**src/rtl/traffic_spawn_scheduler_if.sv**
```systemverilog
// Purpose: bundle of game-control inputs and per-slot car outputs for the obstacle-car scheduler.
// Latency: none, this is a plain signal bundle.
// Backpressure: none, all outputs are levels or single-cycle pulses.
interface traffic_spawn_scheduler_if #(
    parameter int NUM_CARS = 6
);
    logic                       start;
    logic                       collision;
    logic [NUM_CARS-1:0]        car_en;
    logic [10*NUM_CARS-1:0]     car_x;
    logic [10*NUM_CARS-1:0]     car_y;
    logic [5:0]                 score;
    logic [1:0]                 level;
    logic [1:0]                 game_state;
    logic                       move_tick;

    modport master (
        input  start, collision,
        output car_en, car_x, car_y, score, level, game_state, move_tick
    );

    modport slave (
        output start, collision,
        input  car_en, car_x, car_y, score, level, game_state, move_tick
    );
endinterface

```
**src/rtl/traffic_spawn_scheduler.sv**
```systemverilog
// Purpose: car-slot pool controller; spawns, advances and retires obstacle cars and runs IDLE/RUN/CRASH.
// Latency: car bus and move_tick update on the same edge; level lags score by one cycle.
// Backpressure: none; start/collision are sampled every cycle, outputs are free-running.
module traffic_spawn_scheduler #(
    parameter int NUM_CARS  = 6,
    parameter int TICK_DIV  = 200000,
    parameter int STEP      = 4,
    parameter int Y_LIMIT   = 480,
    parameter int SPAWN_GAP = 100,
    parameter int LANE0_X   = 170,
    parameter int LANE1_X   = 290,
    parameter int LANE2_X   = 410
) (
    input  logic                      clk,
    input  logic                      reset,
    traffic_spawn_scheduler_if.master bus
);
    localparam int              CNT_W    = (TICK_DIV > 1) ? $clog2(TICK_DIV) : 1;
    localparam logic [CNT_W-1:0] CNT_LAST = CNT_W'(TICK_DIV - 1);

    typedef enum logic [1:0] {
        IDLE  = 2'b00,
        RUN   = 2'b01,
        CRASH = 2'b10
    } state_t;

    state_t state;
    state_t state_next;
    logic   clear_all;
    logic   run_step;

    logic [CNT_W-1:0]    base_cnt;
    logic [3:0]          move_div;
    logic [7:0]          lfsr;
    logic                move_tick_r;
    logic [5:0]          score;
    logic [1:0]          level;
    logic [NUM_CARS-1:0] en;
    logic [9:0]          xs [NUM_CARS];
    logic [9:0]          ys [NUM_CARS];

    logic                base_pulse;
    logic [3:0]          div_lim;
    logic                move_now;
    logic                lfsr_fb;
    logic [1:0]          level_next;
    logic [9:0]          lane_x;

    logic [NUM_CARS-1:0] en_nx;
    logic [9:0]          x_nx [NUM_CARS];
    logic [9:0]          y_nx [NUM_CARS];
    logic [7:0]          retired;
    logic [7:0]          score_sum;
    logic [5:0]          score_nx;
    logic                gap_block;
    logic                found;

    // State register.
    always_ff @(posedge clk) begin
        if (reset) begin
            state <= IDLE;
        end else begin
            state <= state_next;
        end
    end

    // Next-state decode; clear_all wipes the pool, run_step lets counters and cars advance.
    always_comb begin
        state_next = state;
        clear_all  = 1'b0;
        run_step   = 1'b0;
        case (state)
            IDLE: begin
                clear_all = 1'b1;
                if (bus.start) state_next = RUN;
            end
            RUN: begin
                // A collision freezes everything on the very edge it is seen.
                if (bus.collision) state_next = CRASH;
                else               run_step   = 1'b1;
            end
            CRASH: begin
                if (bus.start) begin
                    state_next = IDLE;
                    clear_all  = 1'b1;
                end
            end
            default: begin
                state_next = IDLE;
                clear_all  = 1'b1;
            end
        endcase
    end

    // Tick decode, level mapping and LFSR feedback.
    always_comb begin
        base_pulse = (base_cnt == CNT_LAST);
        case (level)
            2'd0:    div_lim = 4'd8;
            2'd1:    div_lim = 4'd6;
            2'd2:    div_lim = 4'd4;
            default: div_lim = 4'd2;
        endcase
        // >= so a level-up with the divider already past the new limit fires on the next pulse.
        move_now = run_step && base_pulse && ((move_div + 4'd1) >= div_lim);
        lfsr_fb  = lfsr[7] ^ lfsr[5] ^ lfsr[4] ^ lfsr[3];
        if (score <= 6'd5)       level_next = 2'd0;
        else if (score <= 6'd15) level_next = 2'd1;
        else if (score <= 6'd25) level_next = 2'd2;
        else                     level_next = 2'd3;
        case (lfsr[1:0])
            2'd0:    lane_x = 10'(LANE0_X);
            2'd2:    lane_x = 10'(LANE2_X);
            default: lane_x = 10'(LANE1_X);
        endcase
    end

    // Pool update for a move tick: advance/retire from current values, then spawn into a slot free beforehand.
    always_comb begin
        en_nx     = en;
        retired   = 8'd0;
        gap_block = 1'b0;
        found     = 1'b0;
        for (int i = 0; i < NUM_CARS; i++) begin
            x_nx[i] = xs[i];
            y_nx[i] = ys[i];
            if (en[i] && (ys[i] < 10'(SPAWN_GAP))) gap_block = 1'b1;
            if (en[i]) begin
                if ((11'(ys[i]) + 11'(STEP)) > 11'(Y_LIMIT)) begin
                    en_nx[i] = 1'b0;
                    y_nx[i]  = 10'd0;
                    retired  = retired + 8'd1;
                end else begin
                    y_nx[i] = ys[i] + 10'(STEP);
                end
            end
        end
        // Only slots idle before this tick qualify, so a slot retiring now waits a tick.
        for (int i = 0; i < NUM_CARS; i++) begin
            if (!gap_block && !found && !en[i]) begin
                found    = 1'b1;
                en_nx[i] = 1'b1;
                y_nx[i]  = 10'd0;
                x_nx[i]  = lane_x;
            end
        end
        score_sum = {2'b00, score} + retired;
        score_nx  = (score_sum > 8'd63) ? 6'd63 : score_sum[5:0];
    end

    // Datapath registers: counters, LFSR, level, slot pool and score.
    always_ff @(posedge clk) begin
        if (reset) begin
            base_cnt    <= '0;
            move_div    <= 4'd0;
            lfsr        <= 8'hA5;
            move_tick_r <= 1'b0;
            score       <= 6'd0;
            level       <= 2'd0;
            en          <= '0;
            for (int i = 0; i < NUM_CARS; i++) begin
                xs[i] <= 10'd0;
                ys[i] <= 10'd0;
            end
        end else begin
            lfsr        <= {lfsr[6:0], lfsr_fb};
            level       <= level_next;
            move_tick_r <= move_now;
            if (clear_all) begin
                base_cnt <= '0;
                move_div <= 4'd0;
                score    <= 6'd0;
                en       <= '0;
                for (int i = 0; i < NUM_CARS; i++) begin
                    xs[i] <= 10'd0;
                    ys[i] <= 10'd0;
                end
            end else if (run_step) begin
                base_cnt <= base_pulse ? '0 : base_cnt + CNT_W'(1);
                if (base_pulse) move_div <= move_now ? 4'd0 : move_div + 4'd1;
                if (move_now) begin
                    en    <= en_nx;
                    score <= score_nx;
                    for (int i = 0; i < NUM_CARS; i++) begin
                        xs[i] <= x_nx[i];
                        ys[i] <= y_nx[i];
                    end
                end
            end
        end
    end

    for (genvar g = 0; g < NUM_CARS; g++) begin : g_pack
        assign bus.car_x[10*g +: 10] = xs[g];
        assign bus.car_y[10*g +: 10] = ys[g];
    end

    assign bus.car_en     = en;
    assign bus.score      = score;
    assign bus.level      = level;
    assign bus.game_state = state;
    assign bus.move_tick  = move_tick_r;
endmodule

```
**src/flat_wrapper.sv**
```systemverilog
// flat-port wrapper written by rule: the top's interface ports become plain ports
module traffic_spawn_scheduler_flat 
#(
    parameter int NUM_CARS  = 6,
    parameter int TICK_DIV  = 200000,
    parameter int STEP      = 4,
    parameter int Y_LIMIT   = 480,
    parameter int SPAWN_GAP = 100,
    parameter int LANE0_X   = 170,
    parameter int LANE1_X   = 290,
    parameter int LANE2_X   = 410
)
  (clk, reset, bus_start, bus_collision, bus_car_en, bus_car_x, bus_car_y, bus_score, bus_level, bus_game_state, bus_move_tick);
  traffic_spawn_scheduler_if #(.NUM_CARS(NUM_CARS)) bus_i ();
  input  logic clk;
  input  logic reset;
  input wire logic [$bits(bus_i.start)-1:0] bus_start;
  input wire logic [$bits(bus_i.collision)-1:0] bus_collision;
  output wire logic [$bits(bus_i.car_en)-1:0] bus_car_en;
  output wire logic [$bits(bus_i.car_x)-1:0] bus_car_x;
  output wire logic [$bits(bus_i.car_y)-1:0] bus_car_y;
  output wire logic [$bits(bus_i.score)-1:0] bus_score;
  output wire logic [$bits(bus_i.level)-1:0] bus_level;
  output wire logic [$bits(bus_i.game_state)-1:0] bus_game_state;
  output wire logic [$bits(bus_i.move_tick)-1:0] bus_move_tick;
  assign bus_i.start = bus_start;
  assign bus_i.collision = bus_collision;
  assign bus_car_en = bus_i.car_en;
  assign bus_car_x = bus_i.car_x;
  assign bus_car_y = bus_i.car_y;
  assign bus_score = bus_i.score;
  assign bus_level = bus_i.level;
  assign bus_game_state = bus_i.game_state;
  assign bus_move_tick = bus_i.move_tick;
  traffic_spawn_scheduler #(.NUM_CARS(NUM_CARS), .TICK_DIV(TICK_DIV), .STEP(STEP), .Y_LIMIT(Y_LIMIT), .SPAWN_GAP(SPAWN_GAP), .LANE0_X(LANE0_X), .LANE1_X(LANE1_X), .LANE2_X(LANE2_X)) u_core (.clk(clk), .reset(reset), .bus(bus_i));
endmodule
```
**config.mk**
```make
export PLATFORM = sky130hd
export DESIGN_NAME = traffic_spawn_scheduler_flat
export DESIGN_NICKNAME = d
export VERILOG_FILES = /design/src/rtl/traffic_spawn_scheduler_if.sv /design/src/rtl/traffic_spawn_scheduler.sv /design/src/flat_wrapper.sv
export SDC_FILE = /design/constraint.sdc
export NUM_CORES = 1
export LEC_CHECK = 0
export BUFFER_PORTS_ARGS = -buffer_cell sky130_fd_sc_hd__buf_2
export CORE_AREA = 2 2 136 138
export DETAILED_ROUTE_END_ITERATION = 8
export DIE_AREA = 0 0 138 140
export GPL_TIMING_DRIVEN = 0
export PLACE_DENSITY_LB_ADDON = 0.08
export SLEW_MARGIN = 20
export SYNTH_ARGS = -nofsm -noshare
export SYNTH_HDL_FRONTEND = slang
export SYNTH_SLANG_ARGS = --single-unit
```
**constraint.sdc**
```tcl
create_clock -name clk -period 11.7 [get_ports clk]
set_input_delay 2.34 -clock clk [delete_from_list [all_inputs] [get_ports clk]]
set_output_delay 2.34 -clock clk [all_outputs]
set_load 0.005 [all_outputs]
```
* After elaboration in Yosys (flattened, before gate mapping)
Memory sizes are Yosys's and may differ from the RTL's.
Cells that the tools add are included.
** Storage, ports and cells
- Bits in registers :: 47
- RAM bits :: 120
- Input port bits :: 4
- Output and inout bits :: 137
- Memories kept :: 2
** Memories
- u_core.xs :: words 6, bits a word 10, rd ports 6, clocked after memory_dff 0, wr ports 6, line traffic_spawn_scheduler.sv:39 : logic [9:0] xs [NUM_CARS];
- u_core.ys :: words 6, bits a word 10, rd ports 6, clocked after memory_dff 0, wr ports 6, line traffic_spawn_scheduler.sv:40 : logic [9:0] ys [NUM_CARS];
** Cells by class
- Add/sub/neg operators :: 20
- Order comparisons :: 17
- Equality and inequality tests :: 9
- Multiplexer cells :: 114
- Bitwise gates (word level) :: 27
- Reduce and logical (&&, ||, !) cells :: 40
** Operator list (number)
- 10-bit two-way mux :: 48
- 8-bit two-way mux :: 11
- 10-bit by 3-bit adder with 11-bit output, second input constant :: 6
- 11-bit by 9-bit greater-than comparator with 1-bit output, second input constant :: 6
- 10-bit by 3-bit adder with 10-bit output, second input constant :: 6
- 10-bit by 7-bit less-than comparator with 1-bit output, second input constant :: 6
- 1-bit two-way mux :: 45
- 8-bit by 1-bit adder with 8-bit output, second input constant :: 5
- 1-bit OR :: 24
- 1-bit logical AND :: 19
- 18-bit by 1-bit adder with 18-bit output, second input constant :: 1
- 18-bit == test, second input constant :: 1
- 18-bit two-way mux :: 1
- 9-bit one-hot mux with 2 select lines :: 1
- 1-bit zero test :: 12
- 4-bit one-hot mux with 3 select lines :: 1
- 6-bit by 8-bit adder with 8-bit output :: 1
- 8-bit by 6-bit greater-than comparator with 1-bit output, second input constant :: 1
- 2-bit == test, second input constant :: 3
- 6-bit by 3-bit <= comparator with 1-bit output, second input constant :: 1
- 6-bit by 4-bit <= comparator with 1-bit output, second input constant :: 1
- 6-bit by 5-bit <= comparator with 1-bit output, second input constant :: 1
- 2-bit zero test :: 3
- 2-bit two-way mux :: 3
- other kinds (13) :: 20

* Logic depth before layout (Yosys ltp)
Gate-level depths: netlist of run 1.
An unclocked memory read counts as a cell.
- Word-level depth :: 33
- Gate-level depth with buffers :: 26

* Worst setup path after synthesis of run 1
No wires, ideal clock.
- Path type :: flip-flop to flip-flop
- From :: mem u_core.ys[0][2]
- To :: reg u_core.score[1] (netlist: u_core.bus.score[1])
- Setup time :: 0.145 ns
- Arrival :: 5.299 ns
- Slack :: 6.256 ns
- Stages on the path, launching flop included :: 25
- Period minus slack after synthesis :: 5.444 ns
- Cells stage by stage :: edfxtp_1 -> ha_1 -> nand4b_1 -> o221ai_1 -> nand2_1 -> nor2_1 -> ha_1 -> a32oi_2 -> inv_1 -> ha_1 -> mux2_2 -> ha_1 -> or2b_1 -> o22a_1 -> ha_1 -> nand2_1 -> xor3_2 -> a2111oi_4 -> xnor2_1 -> ha_1 -> inv_1 -> o21bai_1 -> a21o_1 -> a211oi_2 -> a221oi_1
** RTL lines
- start: declaration :: line traffic_spawn_scheduler.sv:40
- end signal: assignment :: line traffic_spawn_scheduler.sv:183 : score <= score_nx;
- end: declaration :: line traffic_spawn_scheduler.sv:36 : logic [5:0] score;

==> results of run 1 <==
==> logic make-up (layout without fill, tap and decap cells) <==
group                      count (synthesis)  in the layout  synth area share
DFF                                      125            125             0.469
muxes                                      4              4           0.00590
AOI/OAI and AO/OA                        113            113             0.117
other                                      1             43          0.000536
xor gates and xnor gates                  59             59            0.0792
and+or+nand+nor                          257            257             0.187
adders and majority gates                 33             33            0.0601
buffers and inverters                    101            237            0.0807
==> power groups by stage <==
stage	sequential [mW]	combinational (mW)	clock [mW]
after floorplan	0.512	0.0442	0
after global placement	0.514	0.0710	0
after detailed placement	0.514	0.0717	0
after CTS	0.505	0.0720	0.497
after global routing	0.508	0.0807	0.519
final	0.505	0.0713	0.485
==> layout by cell type (no fill, tap or decap), drive strengths merged, types with 22 or more instances in the layout <==
cell,instances
o21ai,28
nor2,97
xor2,35
dfxtp,47
conb,43
xnor2,22
buf,154
a21oi,34
clkbuf,26
nand3,30
nand2,46
inv,43
ha,32
edfxtp,78
==> registers in the layout, summed over array words and instances (netlist names) <==
register,flops
u_core.bus.level,2
u_core.bus.car_en,6
u_core.bus.score,6
u_core.move_div,4
u_core.ys,48
u_core.xs,30
u_core.bus.move_tick,1
u_core.lfsr,8
u_core.bus.game_state,2
u_core.base_cnt,18
==> final cells by class <==
class / count / share of cell area
Sequential cell: 125 / 0.386
Clock buffer: 17 / 0.0500
Inverter: 42 / 0.0185
Tap cell: 229 / 0.0337
Buffer: 59 / 0.0478
Multi-Input combinational cell: 509 / 0.389
Clock inverter: 15 / 0.0144
Timing Repair Buffer: 104 / 0.0611
==> final timing paths <==
check | startpoint | endpoint
worst max-delay path | u_core.ys[0][12]$_SDFFCE_PP0P_ | u_core.bus.score[1]$_SDFFE_PP0P_
worst max register to register | u_core.ys[0][12]$_SDFFCE_PP0P_ | u_core.bus.score[1]$_SDFFE_PP0P_
worst min-delay path | u_core.lfsr[6]$_SDFF_PP0_ | u_core.lfsr[7]$_SDFF_PP1_
worst min register to register | u_core.lfsr[6]$_SDFF_PP0_ | u_core.lfsr[7]$_SDFF_PP1_
==> per-layer routing <==
metal,vias up,track usage,part of all wire
met1,2478,0.203,0.46
met4,0,0.0559,0.015
met2,133,0.271,0.48
met5,-,0,0
li1,2688,-,-
met3,18,0.0427,0.046
==> worst max-delay path: cells and delay by family (launching register included) <==
kind            cells  cell delay (ns)
fa+ha+maj           7             2.03
flops               1             0.46
simple gates        6             0.86
mux                 1             0.31
compound gates     10             2.15
buf+inv             2             0.13
==> metrics by stage <==
stage | hold slack (ns) | instances | utilization
finish | 0.411 | 1100 | 0.479
global route | 0.417 | 1100 | 0.479
CTS | 0.414 | 1100 | 0.479
detailed placement | 0.402 | 1068 | 0.448
global placement | 0.398 | 1068 | 0.448
floorplan | 0.389 | 735 | -
==> insert_results.sql, run 1 <==
INSERT INTO impl_metrics (metric_group, metric, value, unit) VALUES
('routing', 'drtIter0Drc', '200', ''),
('setup_path', 'cp-end-kind', 'register', ''),
('grt', 'first_pass_grt_wire_length', '25.6', 'mm'),
('synthesis', 'postSynth.topFlopCell', 'sky130_fd_sc_hd__edfxtp_1', ''),
('setup_path', 'r2r_setup_slack', '5.63', 'ns'),
('cts', 'clock_tree_root_driver_cell', 'sky130_fd_sc_hd__clkbuf_16', ''),
('synthesis', 'synthesis.area_per_instance', '10.1', 'sq um'),
('cts', 'cts_h_tree_depth', '4', ''),
('cells_and_area', 'multi_input_area', '0.00331', 'sq mm'),
('synthesis', 'post_synth_inst_count', '693', ''),
('setup_path', 'cp_data_required_time', '11.96', 'ns'),
('pwr', 'power_density', '125', 'mW/mm^2'),
('cells_and_area', 'nFillCells', '1669', ''),
('routing', 'route.detailed.wl_per_inst', '13.8', 'um'),
('pwr', 'total_switching_power', '0.251', 'mW'),
('cells_and_area', 'antenna_cells', '0', ''),
('synthesis', 'fraction_of_registers_with_async_set_reset', '0', ''),
('setup_path', 'timing.critical_path.fanout_max', '6', ''),
('timing', 'hold_viol_final', '0', ''),
('cts', 'cts_sinks', '125', ''),
('timing', 'relSlewSlack', '0.474', ''),
('pwr', 'swShare', '0.237', ''),
('synthesis', 'synth_top_area_cell', 'sky130_fd_sc_hd__edfxtp_1', ''),
('place', 'detailed_place.area', '0.00797', 'sq mm'),
('setup_path', 'setup.worst_path.start_class', 'register', ''),
('cts', 'cts.hold.buffers_added', '0', ''),
('timing', 'timing.setup.tns', '0', 'ns'),
('job', 'max_cap_violations', '0', ''),
('pwr', 'cellInternalPower', '0.810', 'mW'),
('cts', 'cts_made_buffers', '17', ''),
('synthesis', 'synth-seq-area-share', '0.469', ''),
('cts', 'cts_tree', 'built', ''),
('hold_path', 'worstHoldPathType', 'reg2reg', ''),
('timing', 'clock.fmax', '165', 'MHz'),
('routing', 'dr_total_vias', '5317', ''),
('timing', 'layout_min_cycle_time', '6.07', 'ns'),
('synthesis', 'synth_enable_flop_cells', '78', ''),
('cells_and_area', 'final_cell_area', '0.00851', 'sq mm'),
('cts', 'clk_pin_slew', '0.05', 'ns'),
('grt', 'largest_net_degree_at_the_start_of_global_routing', '17', ''),
('hold_path', 'worstHoldPathCells', '1', ''),
('setup_path', 'timing.setup.critical_path_class', 'reg2reg', ''),
('cts', 'maximum_buffer_depth_of_the_clock_tree', '2', ''),
('routing', 'ant_nets', '0', ''),
('setup_path', 'critPathMaxStageDelay', '0.46', 'ns'),
('floorplan', 'initial_utilization', '0.393', ''),
('floorplan', 'io_count', '141', ''),
('synthesis', 'post-synth-top-area-fraction', '0.335', ''),
('grt', 'global_route.overflow_total', '0', ''),
('setup_path', 'worst_path_max_delay_cell', 'sky130_fd_sc_hd__edfxtp_1', ''),
('place', 'numPortBuffers', '104', ''),
('synthesis', 'most_frequent_cell_after_synthesis', 'sky130_fd_sc_hd__nor2_1', ''),
('timing', 'report.final.setup_viol', '0', ''),
('floorplan', 'core_region_area', '0.0178', 'sq mm'),
('outcome', 'run_status', 'completed', ''),
('pwr', 'power.share.combinational', '0.067', ''),
('timing', 'period_share', '0.518', ''),
('cts', 'post-cts-setup-buffer-count', '0', ''),
('place', 'dpl_worst_slack', '5.58', 'ns'),
('setup_path', 'worstRegToRegCells', '26', ''),
('routing', 'routed_via_density', '4.83', ''),
('synthesis', 'ys_warn_count', '0', ''),
('cts', 'postCtsResizedCells', '0', ''),
('pwr', 'cellLeakagePower', '3.60', 'nW'),
('pwr', 'total_power', '1.06', 'mW'),
('timing', 'finClkSkew', '0.00774', 'ns'),
('floorplan', 'placementRows', '49', ''),
('grt', 'grt_use_total', '0.162', ''),
('place', 'gpl.final_weighted_congestion', '0.829', ''),
('pwr', 'worst_ir_drop_vdd', '0.0953', 'mV'),
('routing', 'drt_pass1_iterations', '4', '');
Power figures use the tool's default switching activity.
==> run 2, diff against run 1 <==
Clock period 11.7 ns to 5.44 ns, I/O delays scaled along.
==> run 2 against run 1 <==
Sequential share of layout area is 1.7 points lower. Register-to-register slack worse by 5.5 ns. Total power is 120% higher. Non-clock buffer count is 23 higher. Core utilization is 2.2 points higher. Clock-buffer cell count is 2 higher. Via count is 1.6% higher. Critical path depth stayed put. Clock skew is 0.0031 ns higher. Final cell count is 2.1% higher. Largest power group is now the clock network. Highest routed layer unchanged.
==> insert_results.sql, run 2 (synthesis results as in run 1) <==
INSERT INTO impl_metrics (metric_group, metric, value, unit) VALUES
('cells_and_area', 'layout_common_cells', '107 x sky130_fd_sc_hd__buf_2, 96 x sky130_fd_sc_hd__nor2_1, 78 x sky130_fd_sc_hd__edfxtp_1', ''),
('cts', 'cts.hold.buffers_added', '0', ''),
('floorplan', 'die-area', '0.0193', 'sq mm'),
('job', 'max_cap_violations', '0', ''),
('grt', 'grt_use_total', '0.164', ''),
('setup_path', 'cp.arrival', '5.63', 'ns'),
('timing', 'final-max-slew-violation-count', '0', ''),
('routing', 'drt-met1-wl', '7.62', 'mm'),
('setup_path', 'worstRegToRegCells', '26', ''),
('timing', 'rsz0062_at_grt', 'yes', ''),
('cells_and_area', 'mostFrequentLayoutCell', 'sky130_fd_sc_hd__buf_2', ''),
('timing', 'actual_transition_at_the_worst_max_transition_pin', '0.921', 'ns'),
('floorplan', 'io_count', '141', ''),
('routing', 'drtIter0Drc', '235', ''),
('timing', 'period_share', '0.984', ''),
('pwr', 'power_density', '265', 'mW/mm^2'),
('setup_path', 'cp_num_cells', '26', ''),
('cells_and_area', 'drive_gt1_frac', '0.296', ''),
('setup_path', 'r2r_setup_slack', '0.09', 'ns'),
('timing', 'layout_min_cycle_time', '5.35', 'ns'),
('cells_and_area', 'largest_register_ffs', '48', ''),
('cells_and_area', 'nFillCells', '1682', ''),
('setup_path', 'path_delay_family', 'adder cells', ''),
('setup_path', 'timing.critical_path.fanout_max', '4', ''),
('grt', 'grt_pass1_vias', '5113', ''),
('floorplan', 'placementRows', '49', ''),
('setup_path', 'setup.worst_path.start_class', 'register', ''),
('cells_and_area', 'design.final.nets', '918', ''),
('cells_and_area', 'layout-area-overhead-vs-synth', '27.3', '%'),
('outcome', 'run_status', 'completed', ''),
('cells_and_area', 'largest-register', 'u_core.ys', ''),
('hold_path', 'hold_start', 'u_core.lfsr[6]$_SDFF_PP0_', ''),
('setup_path', 'cp_data_required_time', '5.72', 'ns'),
('cts', 'cts_h_tree_depth', '4', ''),
('routing', 'drc', '0', ''),
('setup_path', 'r2r-start', 'u_core.ys[0][2]$_SDFFCE_PP0P_', ''),
('cells_and_area', 'sequential_cell_area', '0.00328', 'sq mm'),
('routing', 'route.detailed.wl_per_inst', '14.3', 'um'),
('grt', 'largest_net_degree_at_the_start_of_global_routing', '17', ''),
('routing', 'met3RoutedLength', '703', 'um'),
('hold_path', 'worst_hold_endpoint', 'u_core.lfsr[7]$_SDFF_PP1_', ''),
('routing', 'wirelength', '16.1', 'mm'),
('routing', 'highest_layer', 'met4', ''),
('timing', 'post_route_worst_hold_slack', '0.431', 'ns'),
('setup_path', 'critPathMaxStageDelay', '0.44', 'ns'),
('cts', 'clk_pin_slew', '0.06', 'ns'),
('floorplan', 'initial_utilization', '0.393', ''),
('cts', 'cts_made_buffers', '17', ''),
('routing', 'routed_via_density', '4.81', ''),
('pwr', 'worst_ir_drop_vdd', '0.215', 'mV'),
('setup_path', 'cp-end-kind', 'register', ''),
('routing', 'ant_nets', '0', ''),
('cts', 'maximum_buffer_depth_of_the_clock_tree', '2', ''),
('routing', 'dr_total_vias', '5402', ''),
('cts', 'cts_tree', 'built', ''),
('floorplan', 'core_region_area', '0.0178', 'sq mm'),
('setup_path', 'timing.setup.critical_path_class', 'reg2reg', ''),
('setup_path', 'worst_path_max_delay_cell', 'sky130_fd_sc_hd__edfxtp_1', ''),
('place', 'numPortBuffers', '104', ''),
('timing', 'relSlewSlack', '0.380', ''),
('cts', 'clock_latency', '0.42', 'ns'),
('pwr', 'total_power', '2.36', 'mW'),
('hold_path', 'worstHoldPathType', 'reg2reg', ''),
('setup_path', 'timing.rr.end', 'u_core.bus.score[1]$_SDFFE_PP0P_', ''),
('hold_path', 'worstHoldPathCells', '1', ''),
('floorplan', 'fp.dieH', '140', 'um'),
('routing', 'detailroute.wirelength.met2', '7.58', 'mm'),
('timing', 'hold_viol_final', '0', ''),
('timing', 'clock.fmax', '187', 'MHz'),
('pwr', 'cellLeakagePower', '3.72', 'nW'),
('grt', 'grt_antenna_before_repair', '0', ''),
('cells_and_area', 'multi_input_area', '0.00349', 'sq mm'),
('place', 'post-dp-hpwl', '11.8', 'mm'),
('setup_path', 'path_buf_inv', '3', ''),
('cts', 'cts_sinks', '125', ''),
('timing', 'finClkSkew', '0.0108', 'ns'),
('floorplan', 'floorplan.die.width', '138', 'um'),
('grt', 'first_pass_grt_wire_length', '25.6', 'mm'),
('place', 'gpl.final_weighted_congestion', '0.814', ''),
('grt', 'global_route.overflow_total', '0', ''),
('setup_path', 'crit_top_cell', 'sky130_fd_sc_hd__ha_4', ''),
('cells_and_area', 'biggestRegsByFlops', 'u_core.ys: 48 flops, u_core.xs: 30 flops, u_core.base_cnt: 18 flops', ''),
('routing', 'drt_pass1_iterations', '6', ''),
('timing', 'report.final.setup_viol', '0', ''),
('cts', 'clock_tree_root_driver_cell', 'sky130_fd_sc_hd__clkbuf_16', ''),
('cells_and_area', 'antenna_cells', '0', '');
-- run 2: what timing repair did --
item | 4_1_cts | 5_1_grt
endpoints found under the hold margin | 0 | 0
gates resized for setup | 12 | 24
setup endpoints to repair | 6 | 6
pin swaps | 13 | 23
gates cloned | 0 | 0
buffers inserted | 16 | 8
-- run 2: layout make-up --
type / count / share of cell area
plain buffers: 59 / 0.0460
repair buffers: 127 / 0.0787
multi-input cells: 509 / 0.392
clock inverters: 13 / 0.0159
clock buffers: 19 / 0.0486
well taps: 229 / 0.0322
flip-flops and latches: 125 / 0.369
inverters: 42 / 0.0177
-- run 2: worst max-delay path by stage --
stage                                         startpoint                          endpoint
final                      u_core.ys[0][2]$_SDFFCE_PP0P_  u_core.bus.score[1]$_SDFFE_PP0P_
after global routing       u_core.ys[0][2]$_SDFFCE_PP0P_  u_core.bus.score[1]$_SDFFE_PP0P_
after detailed placement   u_core.ys[0][2]$_SDFFCE_PP0P_  u_core.bus.score[1]$_SDFFE_PP0P_
after floorplan            u_core.ys[0][2]$_SDFFCE_PP0P_  u_core.bus.score[1]$_SDFFE_PP0P_
after CTS                 u_core.ys[0][13]$_SDFFCE_PP0P_  u_core.bus.score[1]$_SDFFE_PP0P_
after global placement     u_core.ys[0][2]$_SDFFCE_PP0P_  u_core.bus.score[1]$_SDFFE_PP0P_
-- run 2: where the power goes --
part / total [mW] / leakage [nW] / internal, mW / switching, mW
combinational: 0.167 / 2.17 / 0.0797 / 0.0873
sequential: 1.09 / 1.29 / 1.05 / 0.0392
clock: 1.11 / 0.264 / 0.674 / 0.432
-- run 2: metal layers --
metal,vias to the layer above,GRT usage
li1,2735,-
met1,2525,0.214
met2,126,0.273
met3,16,0.0369
met4,0,0.0548
met5,-,0
-- run 2: through the flow --
step | setup WS (ns) | setup TNS, ns | area, sq um | util | cells
after floorplan | 0.0303 | 0 | 7150 | - | 735
after detailed placement | -0.603 | -3.43 | 7970 | 0.448 | 1068
after global routing | -0.120 | -0.656 | 8900 | 0.501 | 1123
after CTS | 0.0117 | 0 | 8710 | 0.490 | 1116
after global placement | -0.536 | -3.04 | 7960 | 0.448 | 1068
final | 0.0893 | 0 | 8900 | 0.501 | 1123
-- run 2: worst reg2reg max path, delay by kind of cell, from the launching register on --
| kind | cells | cell delay, ns |
|---|---|---|
| AO/OA/AOI/OAI | 8 | 1.56 |
| flip-flops | 1 | 0.44 |
| XOR/XNOR | 1 | 0.15 |
| adder cells (fa/ha/maj) | 7 | 1.70 |
| buffers and inverters | 3 | 0.39 |
| multiplexers | 1 | 0.28 |
| AND/OR/NAND/NOR | 6 | 0.70 |
==> run 3, diff against run 2 <==
--- a/config.mk
+++ b/config.mk
@@ -6,8 +6,8 @@
 export NUM_CORES = 1
 export LEC_CHECK = 0
-export BUFFER_PORTS_ARGS = -buffer_cell sky130_fd_sc_hd__buf_2
 export CORE_AREA = 2 2 136 138
 export DETAILED_ROUTE_END_ITERATION = 8
 export DIE_AREA = 0 0 138 140
+export DONT_BUFFER_PORTS = 1
 export GPL_TIMING_DRIVEN = 0
 export PLACE_DENSITY_LB_ADDON = 0.08
==> constraint.sdc (replaced) <==
create_clock -name clk -period 5.44 [get_ports clk]
set_input_delay 0.544 -clock clk [delete_from_list [all_inputs] [get_ports clk]]
set_output_delay 0.544 -clock clk [all_outputs]
set_load 0.005 [all_outputs]
==> run 3 against run 2 <==
Routed wire length up 1.5%. Die area is the same. Clock skew fell by 0.0026 ns. Total power up 2.2%. Sequential power about the same. Final cell count down 9.3%. Hold slack got worse by 0.25 ns. Core utilization down 2.9 points. Fmax increased by 0.10%. Critical path type unchanged. Worst setup slack better by 0.0056 ns. Register-to-register slack hardly changed.
==> insert_results.sql, run 3 (synthesis results as in run 1) <==
INSERT INTO impl_metrics (metric_group, metric, value, unit) VALUES
('cts', 'maximum_buffer_depth_of_the_clock_tree', '2', ''),
('floorplan', 'floorplan.die.width', '138', 'um'),
('pwr', 'swShare', '0.242', ''),
('cts', 'clock_latency', '0.42', 'ns'),
('cells_and_area', 'design.final.nets', '813', ''),
('routing', 'ant_nets', '0', ''),
('routing', 'dr_total_vias', '5134', ''),
('hold_path', 'worst_hold_endpoint', 'u_core.lfsr[4]$_SDFF_PP0_', ''),
('setup_path', 'timing.rr.end', 'u_core.bus.score[1]$_SDFFE_PP0P_', ''),
('setup_path', 'cp_data_required_time', '5.72', 'ns'),
('grt', 'global_route.overflow_total', '0', ''),
('routing', 'routed_via_density', '5.04', ''),
('cells_and_area', 'mostFrequentLayoutCell', 'sky130_fd_sc_hd__nor2_1', ''),
('setup_path', 'worstRegToRegCells', '26', ''),
('floorplan', 'placementRows', '49', ''),
('cells_and_area', 'largest-register', 'u_core.ys', ''),
('routing', 'drtIter0Drc', '227', ''),
('place', 'dpl_worst_slack', '-0.631', 'ns'),
('grt', 'first_pass_grt_wire_length', '26.1', 'mm'),
('pwr', 'power.share.combinational', '0.050', ''),
('timing', 'actual_transition_at_the_worst_max_transition_pin', '1.03', 'ns'),
('cells_and_area', 'antenna_cells', '0', ''),
('cells_and_area', 'nFillCells', '1679', ''),
('hold_path', 'worstHoldPathType', 'in2reg', ''),
('timing', 'timing.setup.tns', '0', 'ns'),
('timing', 'finClkSkew', '0.00825', 'ns'),
('floorplan', 'die-area', '0.0193', 'sq mm'),
('setup_path', 'timing.setup.critical_path_class', 'reg2reg', ''),
('pwr', 'cellLeakagePower', '3.22', 'nW'),
('cells_and_area', 'drive_gt1_frac', '0.198', ''),
('cts', 'clk_pin_slew', '0.06', 'ns'),
('hold_path', 'worstHoldPathCells', '1', ''),
('floorplan', 'io_count', '141', ''),
('routing', 'wirelength', '16.3', 'mm'),
('floorplan', 'core_region_area', '0.0178', 'sq mm'),
('cells_and_area', 'layout_common_cells', '96 x sky130_fd_sc_hd__nor2_1, 78 x sky130_fd_sc_hd__edfxtp_1, 65 x sky130_fd_sc_hd__buf_4', ''),
('routing', 'met3RoutedLength', '1.02', 'mm'),
('setup_path', 'cp.arrival', '5.63', 'ns'),
('grt', 'grt_pass1_vias', '5022', ''),
('timing', 'report.final.setup_viol', '0', ''),
('timing', 'period_share', '0.983', ''),
('hold_path', 'hold_start', 'reset', ''),
('setup_path', 'crit_top_cell', 'sky130_fd_sc_hd__ha_4', ''),
('pwr', 'worst_ir_drop_vdd', '0.223', 'mV'),
('pwr', 'cellInternalPower', '1.83', 'mW'),
('place', 'post-dp-hpwl', '11.8', 'mm'),
('routing', 'drt_pass1_iterations', '4', ''),
('routing', 'drt-met1-wl', '7.31', 'mm'),
('outcome', 'run_status', 'completed', ''),
('timing', 'rsz0062_at_grt', 'yes', ''),
('cells_and_area', 'fin_util', '0.472', ''),
('routing', 'drc', '0', ''),
('floorplan', 'initial_utilization', '0.393', ''),
('setup_path', 'timing.critical_path.fanout_max', '6', ''),
('routing', 'highest_layer', 'met4', ''),
('timing', 'final-max-slew-violation-count', '0', ''),
('cells_and_area', 'sequential_cell_area', '0.00328', 'sq mm'),
('job', 'max_cap_violations', '0', ''),
('grt', 'grt_use_total', '0.168', ''),
('place', 'dpl.cell_count', '964', ''),
('timing', 'hold_viol_final', '0', ''),
('cells_and_area', 'final_cell_area', '0.00838', 'sq mm'),
('cells_and_area', 'layout-area-overhead-vs-synth', '19.9', '%'),
('routing', 'route.detailed.wl_per_inst', '16.0', 'um'),
('cts', 'cts_tree', 'built', ''),
('pwr', 'clockPowerShare', '0.494', ''),
('setup_path', 'setup.worst_path.start_class', 'register', ''),
('cts', 'clock_tree_root_driver_cell', 'sky130_fd_sc_hd__clkbuf_16', ''),
('cells_and_area', 'biggestRegsByFlops', 'u_core.ys: 48 flops, u_core.xs: 30 flops, u_core.base_cnt: 18 flops', ''),
('cells_and_area', 'post_layout_nonfiller_instances', '1018', ''),
('cts', 'cts.hold.buffers_added', '0', ''),
('timing', 'final.setup.worst_slack', '0.0948', 'ns'),
('routing', 'detailroute.wirelength.met2', '7.77', 'mm'),
('floorplan', 'fp.dieH', '140', 'um'),
('cts', 'cts_h_tree_depth', '4', ''),
('setup_path', 'critPathMaxStageDelay', '0.52', 'ns'),
('grt', 'largest_net_degree_at_the_start_of_global_routing', '17', ''),
('timing', 'clock.fmax', '187', 'MHz'),
('pwr', 'total_switching_power', '0.584', 'mW'),
('setup_path', 'worst_path_max_delay_cell', 'sky130_fd_sc_hd__edfxtp_1', ''),
('cells_and_area', 'multi_input_area', '0.00347', 'sq mm'),
('setup_path', 'r2r_setup_slack', '0.09', 'ns'),
('pwr', 'total_power', '2.41', 'mW'),
('place', 'detailed_place.area', '0.00745', 'sq mm'),
('timing', 'layout_min_cycle_time', '5.35', 'ns'),
('pwr', 'power.share.sequential', '0.456', ''),
('pwr', 'power_density', '288', 'mW/mm^2'),
('setup_path', 'cp-end-kind', 'register', ''),
('cts', 'cts_made_buffers', '17', ''),
('grt', 'grt_antenna_before_repair', '0', ''),
('place', 'gpl.final_weighted_congestion', '0.805', ''),
('setup_path', 'r2r-start', 'u_core.ys[0][12]$_SDFFCE_PP0P_', ''),
('cells_and_area', 'largest_register_ffs', '48', ''),
('timing', 'relSlewSlack', '0.310', ''),
('timing', 'post_route_worst_hold_slack', '0.186', 'ns'),
('place', 'numPortBuffers', '0', ''),
('cts', 'cts_sinks', '125', '');
==> run 3: area by class of cell <==
type / instances / share of cell area
inverters: 42 / 0.0188
repair buffers: 22 / 0.0201
multi-input cells: 509 / 0.414
clock buffers: 17 / 0.0507
flip-flops and latches: 125 / 0.392
well taps: 229 / 0.0342
plain buffers: 59 / 0.0485
clock inverters: 15 / 0.0221
==> run 3: how the worst max path moves through the flow <==
stage,from,endpoint,slack [ns],depth (start not counted)
final,u_core.ys[0][12]$_SDFFCE_PP0P_,u_core.bus.score[1]$_SDFFE_PP0P_,0.09,26
after detailed placement,u_core.ys[0][2]$_SDFFCE_PP0P_,u_core.bus.score[1]$_SDFFE_PP0P_,-0.63,24
after floorplan,u_core.ys[0][2]$_SDFFCE_PP0P_,u_core.bus.score[1]$_SDFFE_PP0P_,0.03,24
after CTS,u_core.ys[0][12]$_SDFFCE_PP0P_,u_core.bus.score[1]$_SDFFE_PP0P_,0.01,26
after global placement,u_core.ys[0][2]$_SDFFCE_PP0P_,u_core.bus.score[1]$_SDFFE_PP0P_,-0.53,25
after global routing,u_core.ys[0][2]$_SDFFCE_PP0P_,u_core.bus.score[1]$_SDFFE_PP0P_,-0.17,25
==> run 3: critical path, delay by kind of cell (launching register included) <==
family	cells	cell delay [ns]
compound gates	9	1.50
xor+xnor	2	0.49
flops	1	0.52
mux	1	0.27
fa+ha+maj	6	1.38
simple gates	5	0.66
buf+inv	3	0.34
==> run 3: layer usage <==
layer	vias to the layer above	global-route usage
met3	16	0.0578
met5	-	0
met1	2458	0.206
met2	137	0.279
li1	2523	-
met4	0	0.0575
==> run 3: power groups by stage <==
| stage | sequential, mW | clock [mW] | combinational, mW |
|---|---|---|---|
| 6_report | 1.10 | 1.19 | 0.121 |
| 5_1_grt | 1.11 | 1.26 | 0.136 |
| 4_1_cts | 1.10 | 1.21 | 0.120 |
| 3_5_place_dp | 1.12 | 0 | 0.115 |
| 3_3_place_gp | 1.12 | 0 | 0.113 |
| 2_1_floorplan | 1.10 | 0 | 0.0951 |
==> run 3: timing repair <==
item | in CTS | in global routing
setup buffers | 17 | 5
hold endpoints to repair | 0 | 0
pin swaps | 17 | 19
endpoints found under the setup margin | 6 | 6
gates resized for setup | 14 | 17
